`src/rtl/pc_fetch_sequencer_pkg.sv`:
```
// Shared types for the fetch sequencer: FSM states, redirect sources and default vectors.
// Redirect sources are ordered so that a larger encoding means higher priority.
package pc_seq_pkg;

  typedef enum logic [1:0] {
    IDLE  = 2'd0,
    REQ   = 2'd1,
    VALID = 2'd2
  } state_t;

  typedef enum logic [1:0] {
    NONE   = 2'd0,
    JUMP   = 2'd1,
    BRANCH = 2'd2,
    EXC    = 2'd3
  } redir_t;

  localparam logic [31:0] DEFAULT_RESET_VECTOR = 32'h0000_0000;
  localparam logic [31:0] DEFAULT_EXC_VECTOR   = 32'h0000_0080;

  // An arriving redirect replaces a pending one when it is at least as urgent,
  // except that a pending exception is sticky.
  function automatic logic may_overwrite(input redir_t pend, input redir_t arr);
    return (arr != NONE) && (pend != EXC) && (arr >= pend);
  endfunction

endpackage

```
`src/rtl/pc_fetch_sequencer_pc_plus4.sv`:
```
// Sequential-PC adder; wraps modulo 2^32.
module pc_plus4 (
  input  logic [31:0] pc,
  output logic [31:0] pc4
);

  assign pc4 = pc + 32'd4;

endmodule

```
`src/rtl/pc_fetch_sequencer.sv`:
```
// Program counter owner and instruction-fetch sequencer (IDLE -> REQ -> VALID).
// Build option PC_ALIGN_CHECK_EN: misaligned branch/jump targets raise an exception and pulse addr_err.
module pc_fetch_sequencer
  import pc_seq_pkg::*;
#(
  parameter logic [31:0] RESET_VECTOR = DEFAULT_RESET_VECTOR,
  parameter logic [31:0] EXC_VECTOR   = DEFAULT_EXC_VECTOR
) (
  input  logic        clk,
  input  logic        rst_n,
  input  logic        stall,
  input  logic        branch_taken,
  input  logic [31:0] branch_target,
  input  logic        jump,
  input  logic [31:0] jump_target,
  input  logic        exception,
  output logic        imem_req,
  output logic [31:0] imem_addr,
  input  logic        imem_ack,
  output logic        instr_valid,
  output logic [31:0] pc_out,
  output logic [31:0] pc4_out,
`ifdef PC_ALIGN_CHECK_EN
  output logic        addr_err,
`endif
  output logic [31:0] epc
);

  state_t      state_reg, state_next;
  logic [31:0] pc_reg, pc_next;
  logic [31:0] epc_reg, epc_next;
  redir_t      pend_src_reg, pend_src_next;
  logic [31:0] pend_tgt_reg, pend_tgt_next;
  logic [31:0] pc4_w;

  redir_t      arr_src, eff_src;
  logic [31:0] arr_tgt, eff_tgt;
  logic        arr_accept;

  // Index 0 = jump, 1 = branch.
  logic [31:0] raw_tgt [2];
  logic [31:0] al_tgt  [2];
`ifdef PC_ALIGN_CHECK_EN
  logic [1:0]  misalign;
  logic        align_fault;
  logic        addr_err_reg, addr_err_next;
`endif

  assign raw_tgt[0] = jump_target;
  assign raw_tgt[1] = branch_target;

  genvar gi;
  generate
    for (gi = 0; gi < 2; gi++) begin : g_tgt
      assign al_tgt[gi] = raw_tgt[gi] & ~32'h3;
`ifdef PC_ALIGN_CHECK_EN
      assign misalign[gi] = |raw_tgt[gi][1:0];
`endif
    end
  endgenerate

  pc_plus4 u_pc_plus4 (
    .pc  (pc_reg),
    .pc4 (pc4_w)
  );

  // Resolve this cycle's redirect request by priority exception > branch > jump.
  always_comb begin
    arr_src = NONE;
    arr_tgt = EXC_VECTOR;
`ifdef PC_ALIGN_CHECK_EN
    align_fault = 1'b0;
`endif
    if (exception) begin
      arr_src = EXC;
    end else if (branch_taken) begin
      arr_src = BRANCH;
      arr_tgt = al_tgt[1];
`ifdef PC_ALIGN_CHECK_EN
      if (misalign[1]) begin
        arr_src     = EXC;
        arr_tgt     = EXC_VECTOR;
        align_fault = 1'b1;
      end
`endif
    end else if (jump) begin
      arr_src = JUMP;
      arr_tgt = al_tgt[0];
`ifdef PC_ALIGN_CHECK_EN
      if (misalign[0]) begin
        arr_src     = EXC;
        arr_tgt     = EXC_VECTOR;
        align_fault = 1'b1;
      end
`endif
    end
  end

  assign arr_accept = may_overwrite(pend_src_reg, arr_src);
  assign eff_src    = arr_accept ? arr_src : pend_src_reg;
  assign eff_tgt    = arr_accept ? arr_tgt : pend_tgt_reg;

  always_comb begin
    state_next    = state_reg;
    pc_next       = pc_reg;
    epc_next      = epc_reg;
    pend_src_next = pend_src_reg;
    pend_tgt_next = pend_tgt_reg;
`ifdef PC_ALIGN_CHECK_EN
    addr_err_next = 1'b0;
`endif
    case (state_reg)
      IDLE: begin
        state_next = REQ;
      end
      REQ: begin
`ifdef PC_ALIGN_CHECK_EN
        addr_err_next = align_fault && arr_accept;
`endif
        if (imem_ack) begin
          if (eff_src != NONE) begin
            // Fetched word is squashed; refetch from the redirect target.
            pc_next       = eff_tgt;
            pend_src_next = NONE;
            if (eff_src == EXC) epc_next = pc_reg;
          end else begin
            state_next = VALID;
          end
        end else if (arr_accept) begin
          pend_src_next = arr_src;
          pend_tgt_next = arr_tgt;
        end
      end
      VALID: begin
`ifdef PC_ALIGN_CHECK_EN
        addr_err_next = align_fault;
`endif
        if (arr_src != NONE) begin
          pc_next    = arr_tgt;
          state_next = REQ;
          if (arr_src == EXC) epc_next = pc_reg;
        end else if (!stall) begin
          pc_next    = pc4_w;
          state_next = REQ;
        end
      end
      default: begin
        state_next = IDLE;
      end
    endcase
  end

  always_ff @(posedge clk or negedge rst_n) begin
    if (!rst_n) begin
      state_reg    <= IDLE;
      pc_reg       <= RESET_VECTOR;
      epc_reg      <= 32'h0;
      pend_src_reg <= NONE;
      pend_tgt_reg <= 32'h0;
    end else begin
      state_reg    <= state_next;
      pc_reg       <= pc_next;
      epc_reg      <= epc_next;
      pend_src_reg <= pend_src_next;
      pend_tgt_reg <= pend_tgt_next;
    end
  end

`ifdef PC_ALIGN_CHECK_EN
  always_ff @(posedge clk or negedge rst_n) begin
    if (!rst_n) addr_err_reg <= 1'b0;
    else        addr_err_reg <= addr_err_next;
  end
  assign addr_err = addr_err_reg;
`endif

  assign imem_req    = (state_reg == REQ);
  assign instr_valid = (state_reg == VALID);
  assign imem_addr   = pc_reg;
  assign pc_out      = pc_reg;
  assign pc4_out     = pc4_w;
  assign epc         = epc_reg;

endmodule

```
`config.mk`:
```
export PLATFORM = sky130hd
export DESIGN_NAME = pc_fetch_sequencer
export DESIGN_NICKNAME = d
export VERILOG_FILES = /design/src/rtl/pc_fetch_sequencer_pkg.sv /design/src/rtl/pc_fetch_sequencer_pc_plus4.sv /design/src/rtl/pc_fetch_sequencer.sv
export SDC_FILE = /design/constraint.sdc
export NUM_CORES = 1
export LEC_CHECK = 0
export ABC_AREA = 1
export BUFFER_PORTS_ARGS = -buffer_cell sky130_fd_sc_hd__buf_2
export CORE_UTILIZATION = 52
export CTS_CLUSTER_SIZE = 10
export DETAILED_ROUTE_END_ITERATION = 10
export GPL_TIMING_DRIVEN = 0
export HOLD_SLACK_MARGIN = 0.08
export PLACE_DENSITY = 0.85
export SLEW_MARGIN = 20
export SYNTH_ARGS = -nofsm -noshare
export SYNTH_HDL_FRONTEND = slang
export SYNTH_SLANG_ARGS = --single-unit
export TNS_END_PERCENT = 20
```
`constraint.sdc`:
```
create_clock -name clk -period 2.6 [get_ports clk]
set_input_delay 0.26 -clock clk [delete_from_list [all_inputs] [get_ports clk]]
set_output_delay 0.26 -clock clk [all_outputs]
set_load 0.02 [all_outputs]
```
# [Word level (Yosys, flattened, before mapping)]
# Index checks and enable logic that the tools add are counted.
[op_classes] add_sub_neg=1 bitwise_logic=1 n_eq_ne=13 mux=26 n_reduce_logical=11 order_cmp=1
[ops] cell="32-bit 2-to-1 mux" count=13
[ops] cell="32-bit one-hot mux with 2 select lines" count=2
[ops] cell="32-bit by 3-bit adder with 32-bit output (second input constant)" count=1
[ops] cell="2-bit 2-to-1 mux" count=9
[ops] cell="2-bit by 1-bit inequality test with 1-bit output (second input constant)" count=6
[ops] cell="2-bit equality test (second input constant)" count=3
[ops] cell="2-bit one-hot mux with 3 select lines" count=1
[ops] cell="6-bit AND reduction" count=1
[ops] cell="2-bit nonzero test" count=3
[ops] cell="2-bit inequality test (second input constant)" count=2
[ops] cell="2-bit AND reduction" count=2
[ops] cell="4-bit AND reduction" count=1
[ops] cell="3-bit by 2-bit inequality test with 1-bit output (second input constant)" count=1
[ops] cell="3-bit AND reduction" count=1
[ops] cell="2-bit by 1-bit equality test with 1-bit output (second input constant)" count=1
[ops] cell="2-bit >= comparator" count=1
[ops] cell="1-bit logical AND" count=2
[ops] cell="2-bit logical NOT" count=1
[ops] cell="1-bit 2-to-1 mux" count=1
[ops] cell="1-bit inverter" count=1
[word_totals] reg_bits=100

# [Longest topological paths before layout]
# Gate-level depths: netlist of the first run.
[logic_depth] word_depth=12 depth_mapped=17

# [Cells and area by module]
# From an unflattened synthesis of the first run, not the netlist that was laid out.
[hier_totals] hier_cells=954 hier_area_um2=6540.0
[by_module_without_submodules] module="pc_fetch_sequencer" n_inst=1 area_each_um2=5630.4 cells_each=777
[by_module_without_submodules] module="pc_plus4" n_inst=1 area_each_um2=909.6 cells_each=177

# [Worst setup path before layout of the first run]
# No wires, ideal clock.
[synth_timing] kind="input to register" start="in branch_taken" end="reg epc_reg[2] (netlist: epc[2])" cell_stages=14 arrival_time_ns=1.960 path_slack_ns=0.515 n_path_buf=2 path_cell_list="buf_4 nor2_4 inv_1 ha_1 nand2_1 nand3b_1 nand2_4 nand2_2 nand2_2 o21ai_4 nand2_4 buf_6 nand2_1 o21ai_2"
[synth_via] elab_chain_cells=9
[synth_rtl] item="from (decl)" line="pc_fetch_sequencer.sv:12" source="input logic branch_taken,"
[synth_rtl] item="2-bit 2-to-1 mux *" line="pc_fetch_sequencer.sv:76" source="end else if (branch_taken) begin"
[synth_rtl] item="2-bit 2-to-1 mux *" line="pc_fetch_sequencer.sv:74" source="if (exception) begin"
[synth_rtl] item="parallel branches: the longest is 6 deep, another holds 2-bit >= comparator"
[synth_rtl] item="6-bit AND reduction (no source line) *"
[synth_rtl] item="to (signal assigned)" line="pc_fetch_sequencer.sv:163" source="epc_reg <= epc_next;"
[synth_rtl] item="to (decl)" line="pc_fetch_sequencer.sv:31" source="logic [31:0] epc_reg, epc_next;"
# Every way passes the cells marked *.
# A chain may end at the register's enable or synchronous reset.

# [Worst setup path after layout of the first run]
[layout_timing] start="reg pc_reg[3] (netlist: imem_addr[3])" end="out pc4_out[12]"
[layout_via] elab_chain_cells=1
[layout_rtl] item="from (decl)" line="pc_fetch_sequencer.sv:30" source="logic [31:0] pc_reg, pc_next;"
[layout_rtl] item="from (signal assigned)" line="pc_fetch_sequencer.sv:162" source="pc_reg <= pc_next;"
[layout_rtl] item="32-bit by 3-bit adder with 32-bit output" line="pc_fetch_sequencer_pc_plus4.sv:7" source="assign pc4 = pc + 32'd4;"
[layout_rtl] item="to (decl)" line="pc_fetch_sequencer.sv:22" source="output logic [31:0] pc4_out,"
# No other way between the ends.

==> out/results.ini, run 1 <==
[status]
outcome = completed

[die]
ioPinCount = 201
initial_utilization_pct = 53.54
core_um2 = 12010
rows = 40
die_w_um = 113.2
die_area_um2 = 12820
die_h_um = 113.2

[finish]
final_nets = 1228
final_core_util_pct = 66.28
register_area_um2 = 2502
drive_above_1_share_pct = 26.75
fillers = 1062
n_antenna_cell = 0
syn_to_final_growth_pct = 23.79
multi_input_area_um2 = 3206

[clock_tree]
cts_sinks = 100
cts-buffers-inserted = 9
htreeDepth = 3
root_buffer = clkbuf_16
clkTransAtPathRegs_ns = 0.07
post-cts-setup-buffers = 0
clock_latency_ns = 0.35
clock_path_buffers = 2
cts_tree = built

[sta]
max_slew_margin_pct = 59.70
finalClockSkew_ns = 0.008910
rsz0062_at_grt = no
setup_tns_ns = 0
finalSetupViolations = 0
tightestPinTransition_ns = 0.6045
hold_viol = 0
min_period_ns = 2.502
finalMaxSlewViolations = 0
max_freq_ghz = 0.3997
fin_hold_ws_ns = 0.3059
finalCritPeriodShare_pct = 96.22

[grt]
grt_pass1_vias = 6424
antenna_found_initial = 0
grt_pass1_wl_um = 31570
grt_max_degree = 54
track_usage_pct = 31.64
gr-total-overflow = 0

[placement]
routabilityCongestion = 0.9164
portBuffers = 195
dpl.hpwl_um = 15400

[setup_path]
path_max_fanout = 7
start_kind = flip-flop
rr_worst_depth = 14
rrSetupSlack_ns = 0.35
rr_endpoint = imem_addr[24]
arrival_ns = 2.24
worstSetupEndpointType = output pin
r2r-start = pend_src_reg[1]
crit_required_ns = 2.34
worstSetupPathType = flip-flop to output pin

[power_and_ir_drop]
powerDensity_nw_per_um2 = 1237
p_int_mw = 4.921
vdd_drop_max_v = 0.0004141
seqPwrFrac_pct = 28.8
p_switching_mw = 4.930
p_leak_nw = 4.485
pwr-share-comb_pct = 56.2
power.total_mw = 9.851
clkPwrFrac_pct = 14.9
switching_share_pct = 50.04

[logic_synthesis]
ys_seq_elements = 100
ys_seq_area_share_pct = 38.91
synth_area_um2 = 6431
synth_cell_types = 32
async_flop_share_pct = 100.0
syn_nets = 1020
synth-main-ff-cell = dfrtp_1
netlist_instances = 946
synth_edf_count = 0
yosysWarnings = 0
avgSynthCellArea_um2 = 6.798

[job]
cap_violations = 0

[routing]
detail_route.wl_per_cell_um = 14.99
drc = 0
wl_um = 19580
postRouteAntennaNets = 0
vias_per_cell = 5.245
route.vias.total = 6850
drt_iter0_drc = 569
firstDrtPassIters = 5

[min_path]
whs_path_depth = 5
min_from = jump_target[23]
hold_end = pend_tgt_reg[23]
holdCritPathClass = input pin to flip-flop

## cell usage in the layout (no fill, tap or decap), types with 3 or more instances in the layout
master and n:
nand2_1 442, buf_2 206, dfrtp_1 100, inv_1 61, nand3_1 60, nor2_1 54
buf_4 38, o21ai_0 36, o21ai_2 24, o211ai_1 19, clkbuf_1 17, xor2_1 14
a21oi_1 14, o21ai_1 9, clkbuf_16 9, inv_2 7, buf_6 6, o22ai_1 4
nor2_2 3, nand3b_1 3, nand2_2 3, a22o_1 3, ha_1 3, inv_6 3
## synth_stat cells (4+ instances only)
master / count / share of area, %
o21ai_2: 24 / 3.3
inv_1: 61 / 3.6
inv_2: 7 / 0.41
o21ai_1: 9 / 0.70
o22ai_1: 4 / 0.39
o211ai_1: 19 / 2.2
buf_6: 5 / 0.88
o21ai_0: 36 / 2.8
clkbuf_1: 17 / 0.99
nand2_1: 442 / 26
nor2_1: 56 / 3.3
buf_2: 12 / 0.93
nand3_1: 60 / 4.7
dfrtp_1: 100 / 39
a21oi_1: 14 / 1.1
buf_4: 38 / 4.4
xor2_1: 14 / 1.9
## power by group through the flow
stage	sequential, mW	clock, mW	combinational [mW]
global placement	2.82	0	5.35
CTS	2.81	1.47	5.51
detailed placement	2.84	0	5.48
finish	2.84	1.47	5.54
floorplan	3.09	0	3.45
global route	2.91	1.54	6.05
## cell type report
class | count | area share (%)
Inverter | 68 | 3.206
Tap cell | 147 | 2.310
Multi-Input combinational cell | 704 | 40.26
Timing Repair Buffer | 197 | 12.81
Clock inverter | 7 | 1.210
Buffer | 74 | 5.941
Sequential cell | 100 | 31.43
Clock buffer | 9 | 2.829
## metal layers
| metal | vias up | GRT usage [%] | share of wire [%] |
|---|---|---|---|
| met4 | 0 | 14.56 | 3.7 |
| met2 | 373 | 51.98 | 46 |
| li1 | 3364 | - | - |
| met5 | - | 0 | 0 |
| met3 | 61 | 3.535 | 7.5 |
| met1 | 3052 | 42.12 | 43 |
## kinds of logic after synthesis
family          Yosys count  share of synthesized area, %
xor+xnor                 14                         1.907
compound gates          114                         11.73
fa+ha+maj                 3                        0.5837
buf+inv                 142                         11.32
simple gates            573                         35.54
flops                   100                         38.91
## worst max path at each step
stage	startpoint	to	slack (ns)	cells past startpoint
2_1_floorplan	branch_taken	epc[2]	0.51	14
3_3_place_gp	branch_taken	epc[8]	0.21	14
3_5_place_dp	branch_taken	epc[4]	0.14	14
4_1_cts	imem_addr[3]	pc4_out[12]	0.06	7
5_1_grt	imem_addr[3]	pc4_out[12]	0.006	7
6_report	imem_addr[3]	pc4_out[12]	0.1	7
## critical path, stage by stage, from the launching register on
cell and delay [ns]:
dfrtp_1 0.52, ha_1 0.27, inv_1 0.07, nor2_1 0.11, nand2_1 0.19, nor2_2 0.21, xor2_1 0.30, buf_2 0.23
## what timing repair did
action	in CTS	in global routing
setup endpoints to repair	0	2
hold buffers	1	0
endpoints found under the hold margin	47	0
gates resized for setup	0	2
## metrics by stage
stage / cell area [um2] / std cells / worst slack [ns]
2_1_floorplan: 6431 / 946 / 0.5147
4_1_cts: 7956 / 1306 / 0.06015
6_report: 7961 / 1306 / 0.09824
3_5_place_dp: 7625 / 1289 / 0.1400
3_3_place_gp: 7591 / 1288 / 0.2095
5_1_grt: 7961 / 1306 / 0.006153
Note: power is estimated with default switching activity, not from simulation.
==> inputs of run 2 (changes only) <==
--- a/config.mk
+++ b/config.mk
@@ -13,6 +13,7 @@
 export GPL_TIMING_DRIVEN = 0
 export HOLD_SLACK_MARGIN = 0.08
 export PLACE_DENSITY = 0.85
+export SETUP_SLACK_MARGIN = 0.5
 export SLEW_MARGIN = 20
 export SYNTH_ARGS = -nofsm -noshare
 export SYNTH_HDL_FRONTEND = slang
==> run 2 against run 1 <==
Setup slack better by 0.26 ns; design area rose by 9.3%; wire length increased by 12%; critical endpoint is now pc4_out[31]; critical path depth increased by 1; hold slack got worse by 0.012 ns; critical path type unchanged; via count grew 6.7%; power grew 12%; utilization rose by 6.2 points; final cell count increased by 3.4%.
==> out/results.ini, run 2 (synthesis gave the netlist of run 1 again) <==
[setup_path]
crit_chain = nand2_1 > nor2_1 > nand3_2 > inv_1 > nand2_1 > nand2_1 > nand2_1 > buf_2
cp_slowest_cell = dfrtp_2
arrival_ns = 1.98
worstSetupPathType = flip-flop to output pin
crit_required_ns = 2.34
cp_common_cell = nand2_1
worstSetupEndpointType = output pin
rr_worst_depth = 12
path_max_fanout = 6
start_kind = flip-flop
slowest_delay_ns = 0.45

[sta]
tightestPinTransition_ns = 0.6111
max_slew_margin_pct = 59.26
hold_viol = 0
max_freq_ghz = 0.4460
min_period_ns = 2.242
finalClockSkew_ns = 0.009260
rsz0062_at_grt = yes
finalMaxSlewViolations = 0
finalCritPeriodShare_pct = 86.23
finalSetupViolations = 0
setup_tns_ns = 0

[clock_tree]
clock_latency_ns = 0.36
cts_sinks = 100
root_buffer = clkbuf_16
htreeDepth = 3
cts_tree = built
clock_path_buffers = 2
clkTransAtPathRegs_ns = 0.07
cts-buffers-inserted = 9

[grt]
grt_pass1_wl_um = 32030
grt_max_degree = 54
use_met1_pct = 42.40
met2_usage_pct = 53.29
grtUsageMet3_pct = 3.803
top_usage_layer = met2
antenna_found_initial = 0
gr-total-overflow = 0
track_usage_pct = 32.15
grt_pass1_vias = 6524

[placement]
dpl.hpwl_um = 15400
portBuffers = 195
routabilityCongestion = 0.9164
dpl.cell_count = 1289

[routing]
firstDrtPassIters = 7
drt_iter0_drc = 726
wl_um = 21960
drc = 0
postRouteAntennaNets = 0
vias_per_cell = 5.413
detail_route.wl_per_cell_um = 16.27
route.vias.total = 7307

[finish]
layout_common_cells = nand2_1, buf_2, buf_4, dfrtp_1, inv_1
final_cells = 1350
mostFrequentLayoutCell = nand2_1
drive_above_1_share_pct = 34.83
syn_to_final_growth_pct = 35.33
final_nets = 1272
n_antenna_cell = 0

[power_and_ir_drop]
p_leak_nw = 4.778
vdd_drop_max_v = 0.0004729
powerDensity_nw_per_um2 = 1270

[job]
cap_violations = 0

[die]
rows = 40
ioPinCount = 201
die_w_um = 113.2
initial_utilization_pct = 53.54
die_area_um2 = 12820
die_h_um = 113.2
core_um2 = 12010

[min_path]
whs_path_depth = 5
holdCritPathClass = input pin to flip-flop

[status]
outcome = completed

run 2: layer usage:
metal | share of wire, % | vias up
li1 | - | 3452
met5 | 0 | -
met1 | 40 | 3292
met4 | 4.1 | 0
met3 | 8.7 | 79
met2 | 48 | 484
run 2: metrics by stage:
| stage | worst slack (ns) | util, % | area, um2 | hold WS, ns | power [mW] |
|---|---|---|---|---|---|
| finish | 0.3579 | 72.46 | 8703 | 0.2939 | 11.05 |
| global route | 0.3157 | 72.46 | 8703 | 0.3495 | 11.68 |
| CTS | 0.4592 | 67.79 | 8143 | 0.2976 | 9.973 |
| detailed placement | 0.1400 | 63.48 | 7625 | 0.2236 | 8.314 |
| global placement | 0.2095 | 63.20 | 7591 | 0.4494 | 8.174 |
| floorplan | 0.5147 | - | 6431 | -0.03559 | 6.535 |
run 2: worst max-delay path, delay by kind of cell (launching register included):
| family | cells | cell delay, ns |
|---|---|---|
| simple gates | 6 | 0.82 |
| flops | 1 | 0.45 |
| buf+inv | 2 | 0.35 |
run 2: timing repair:
item | in CTS | in global routing
setup buffers | 7 | 34
cloned | 0 | 3
endpoints found under the hold margin | 47 | 0
gates resized for setup | 41 | 82
endpoints found under the setup margin | 86 | 117
pin swaps | 6 | 16
hold buffers | 1 | 0
run 2: area by class of cell:
| type | instances | area [um2] |
|---|---|---|
| plain buffers | 74 | 526.8 |
| clock buffers | 9 | 225.2 |
| clock inverters | 7 | 96.34 |
| fillers | 895 | 3308 |
| inverters | 68 | 255.2 |
| multi-input cells | 704 | 3467 |
| flip-flops and latches | 100 | 2534 |
| well taps | 147 | 183.9 |
| repair buffers | 241 | 1415 |
run 2: final timing paths:
| check | from | to | slack, ns |
|---|---|---|---|
| setup / recovery | imem_addr[7] | pc4_out[31] | 0.36 |
| hold / removal | jump_target[23] | pend_tgt_reg[23] | 0.29 |
| setup reg to reg | pend_src_reg[1] | imem_addr[23] | 0.52 |
| hold reg to reg | epc[17] | epc[17] | 0.47 |
| max in group asynchronous | rst_n | imem_addr[21] | 1.55 |
| min in group asynchronous | rst_n | pend_tgt_reg[23] | 0.41 |
run 2: power breakdown:
group / total [mW] / internal [mW] / switching (mW)
logic: 6.72 / 2.58 / 4.13
registers: 2.85 / 2.22 / 0.630
clock network: 1.49 / 0.851 / 0.639
==> inputs of run 3 (changes only) <==
--- a/config.mk
+++ b/config.mk
@@ -8,6 +8,7 @@
 export ABC_AREA = 1
 export BUFFER_PORTS_ARGS = -buffer_cell sky130_fd_sc_hd__buf_2
 export CORE_UTILIZATION = 52
+export CTS_BUF_LIST = sky130_fd_sc_hd__clkbuf_16
 export CTS_CLUSTER_SIZE = 10
 export DETAILED_ROUTE_END_ITERATION = 10
 export GPL_TIMING_DRIVEN = 0
@@ -17,5 +18,6 @@
 export SLEW_MARGIN = 20
 export SYNTH_ARGS = -nofsm -noshare
 export SYNTH_HDL_FRONTEND = slang
+export SYNTH_HIERARCHICAL = 1
 export SYNTH_SLANG_ARGS = --single-unit
 export TNS_END_PERCENT = 20
==> run 3 against run 2 <==
Fmax grew 3.7%; critical path depth shrank 3; clock-buffer cell count is the same; clock skew is essentially flat; first-iteration DRC count grew 4.4%; sequential share of layout area grew 0.53 points; power shrank 7.6%; via count shrank 1.1%; non-clock buffer count shrank 8; wire length shrank 5.5%; area after synthesis grew 1.7%; critical path type unchanged.
==> out/results.ini, run 3 <==
[power_and_ir_drop]
clkPwrFrac_pct = 12.9
p_leak_nw = 4.734
p_switching_mw = 5.039
seqPwrFrac_pct = 26.9
switching_share_pct = 49.32
powerDensity_nw_per_um2 = 1195
pwr-share-comb_pct = 60.2
p_int_mw = 5.178
vdd_drop_max_v = 0.0005935

[sta]
finalCritPeriodShare_pct = 83.18
fin_hold_ws_ns = 0.2009
finalMaxSlewViolations = 0
setup_tns_ns = 0
rsz0062_at_grt = yes
finalClockSkew_ns = 0.009289
max_freq_ghz = 0.4624
max_slew_margin_pct = 66.20
tightestPinTransition_ns = 0.5069
min_period_ns = 2.163
hold_viol = 0
finalSetupViolations = 0
layout_setup_ws_ns = 0.4373

[routing]
firstDrtPassIters = 5
route.vias.total = 7228
drc = 0
detail_route.wl_per_cell_um = 15.24
postRouteAntennaNets = 0
drt_iter0_drc = 758
vias_per_cell = 5.307
wl_um = 20760

[logic_synthesis]
ys_seq_area_share_pct = 38.26
synth_area_um2 = 6540
ys_seq_elements = 100
synth.most_common_cell = nand2_1
synth-main-ff-cell = dfrtp_1
yosysTopAreaCellShare_pct = 38.26
yosysWarnings = 6
avgSynthCellArea_um2 = 6.855
async_flop_share_pct = 100.0
synth_top_cell_by_area = dfrtp_1
synth_cell_types = 33
syn_nets = 1028
netlist_instances = 954
synthTopCellsByArea = dfrtp_1, nand2_1, nand3_1
synth_edf_count = 0
synthTopCellsByCount = nand2_1, dfrtp_1, nand3_1, inv_1, a21oi_1

[setup_path]
start_kind = flip-flop
worstSetupPathType = flip-flop to output pin
arrival_ns = 1.90
crit_start = imem_addr[5]
crit_required_ns = 2.34
path_max_fanout = 8
rrSetupSlack_ns = 0.53
endpoint = pc4_out[11]
rr_worst_depth = 12
r2r-start = pend_src_reg[1]
rr_endpoint = epc[11]
worstSetupEndpointType = output pin

[die]
ioPinCount = 201
initial_utilization_pct = 54.00
die_h_um = 114.1
die_area_um2 = 13030
die_w_um = 114.1
core_um2 = 12110
rows = 40

[finish]
layout_common_cells = nand2_1, buf_2, nand3_1, inv_1, dfrtp_1
drive_above_1_share_pct = 33.75
final_area_um2 = 8553
fillers = 975
syn_to_final_growth_pct = 30.78
mostFrequentLayoutCell = nand2_1
final_core_util_pct = 70.62
final_nets = 1264
n_antenna_cell = 0

[placement]
portBuffers = 196
placed_area_um2 = 7765
dpl.hpwl_um = 14850
preCtsSetupSlack_ns = -0.004684
routabilityCongestion = 0.8987

[clock_tree]
cts_tree = built
htreeDepth = 3
cts-buffers-inserted = 9
clock_latency_ns = 0.35
cts_sinks = 100
clkTransAtPathRegs_ns = 0.07
root_buffer = clkbuf_16
clock_path_buffers = 2

[grt]
grt_pass1_vias = 6509
track_usage_pct = 31.63
grt_pass1_wl_um = 32140
grt_max_degree = 74
antenna_found_initial = 0
gr-total-overflow = 0

[job]
cap_violations = 0

[min_path]
holdCritPathClass = input pin to flip-flop

[status]
outcome = completed

[run 3: metal layers]
layer / up-vias / GRT usage [%] / share of wire, %
met1: 3312 / 42.80 / 40
met5: - / 0 / 0
li1: 3460 / - / -
met2: 396 / 52.61 / 49
met4: 0 / 11.34 / 3.2
met3: 60 / 3.653 / 7.8
[run 3: cell type report]
class                      count  area (um2)  share of cell area, %
clock inverter                 6       57.56                 0.6729
timing repair buffer         225        1239                  14.48
multi-input combinational    695        3451                  40.35
buffer                        82       543.0                  6.349
sequential                   100        2535                  29.64
tap                          168       210.2                  2.458
inverter                      77       292.8                  3.423
clock buffer                   9       225.2                  2.633
[run 3: cell families (layout without fill, tap and decap cells)]
logic type,after synthesis,after routing,synth area share [%]
XOR/XNOR,15,15,2.124
adder cells (fa/ha/maj),3,3,0.5740
flip-flops,100,100,38.26
buffers and inverters,159,399,11.59
AO/OA/AOI/OAI,118,118,10.52
AND/OR/NAND/NOR,559,559,36.92
[run 3: timing repair]
item	CTS	global route
gates resized for setup	47	70
buffers inserted	16	11
endpoints found under the hold margin	27	0
setup endpoints to repair	107	118
pin swaps	7	9
hold buffers	1	0
[run 3: how the worst min path moves through the flow]
stage,start,endpoint,slack (ns),cells past startpoint
3_3_place_gp,pend_tgt_reg[0],pend_tgt_reg[0],0.45,2
2_1_floorplan,rst_n,epc[0],-0.04,0
6_report,stall,state_reg[1],0.20,3
5_1_grt,stall,state_reg[1],0.23,3
4_1_cts,stall,state_reg[1],0.19,3
3_5_place_dp,rst_n,epc[3],0.14,1
[run 3: power groups by stage]
stage	logic (mW)	registers, mW	clock network, mW
6_report	6.15	2.75	1.32
5_1_grt	6.68	2.82	1.40
4_1_cts	5.73	2.71	1.31
3_5_place_dp	5.29	2.76	0
3_3_place_gp	5.19	2.73	0
2_1_floorplan	3.30	3.04	0
[run 3: stage by stage]
stage | instances | power, mW
global placement | 1318 | 7.919
detailed placement | 1319 | 8.051
floorplan | 954 | 6.334
CTS | 1351 | 9.751
finish | 1362 | 10.22
global route | 1362 | 10.90
[run 3: worst max-delay path, stage by stage (launching register included)]
cell and delay [ns]:
dfrtp_2 0.46, nand2_1 0.17, nor2_4 0.17, nand3b_1 0.23
xnor2_2 0.33, buf_4 0.20
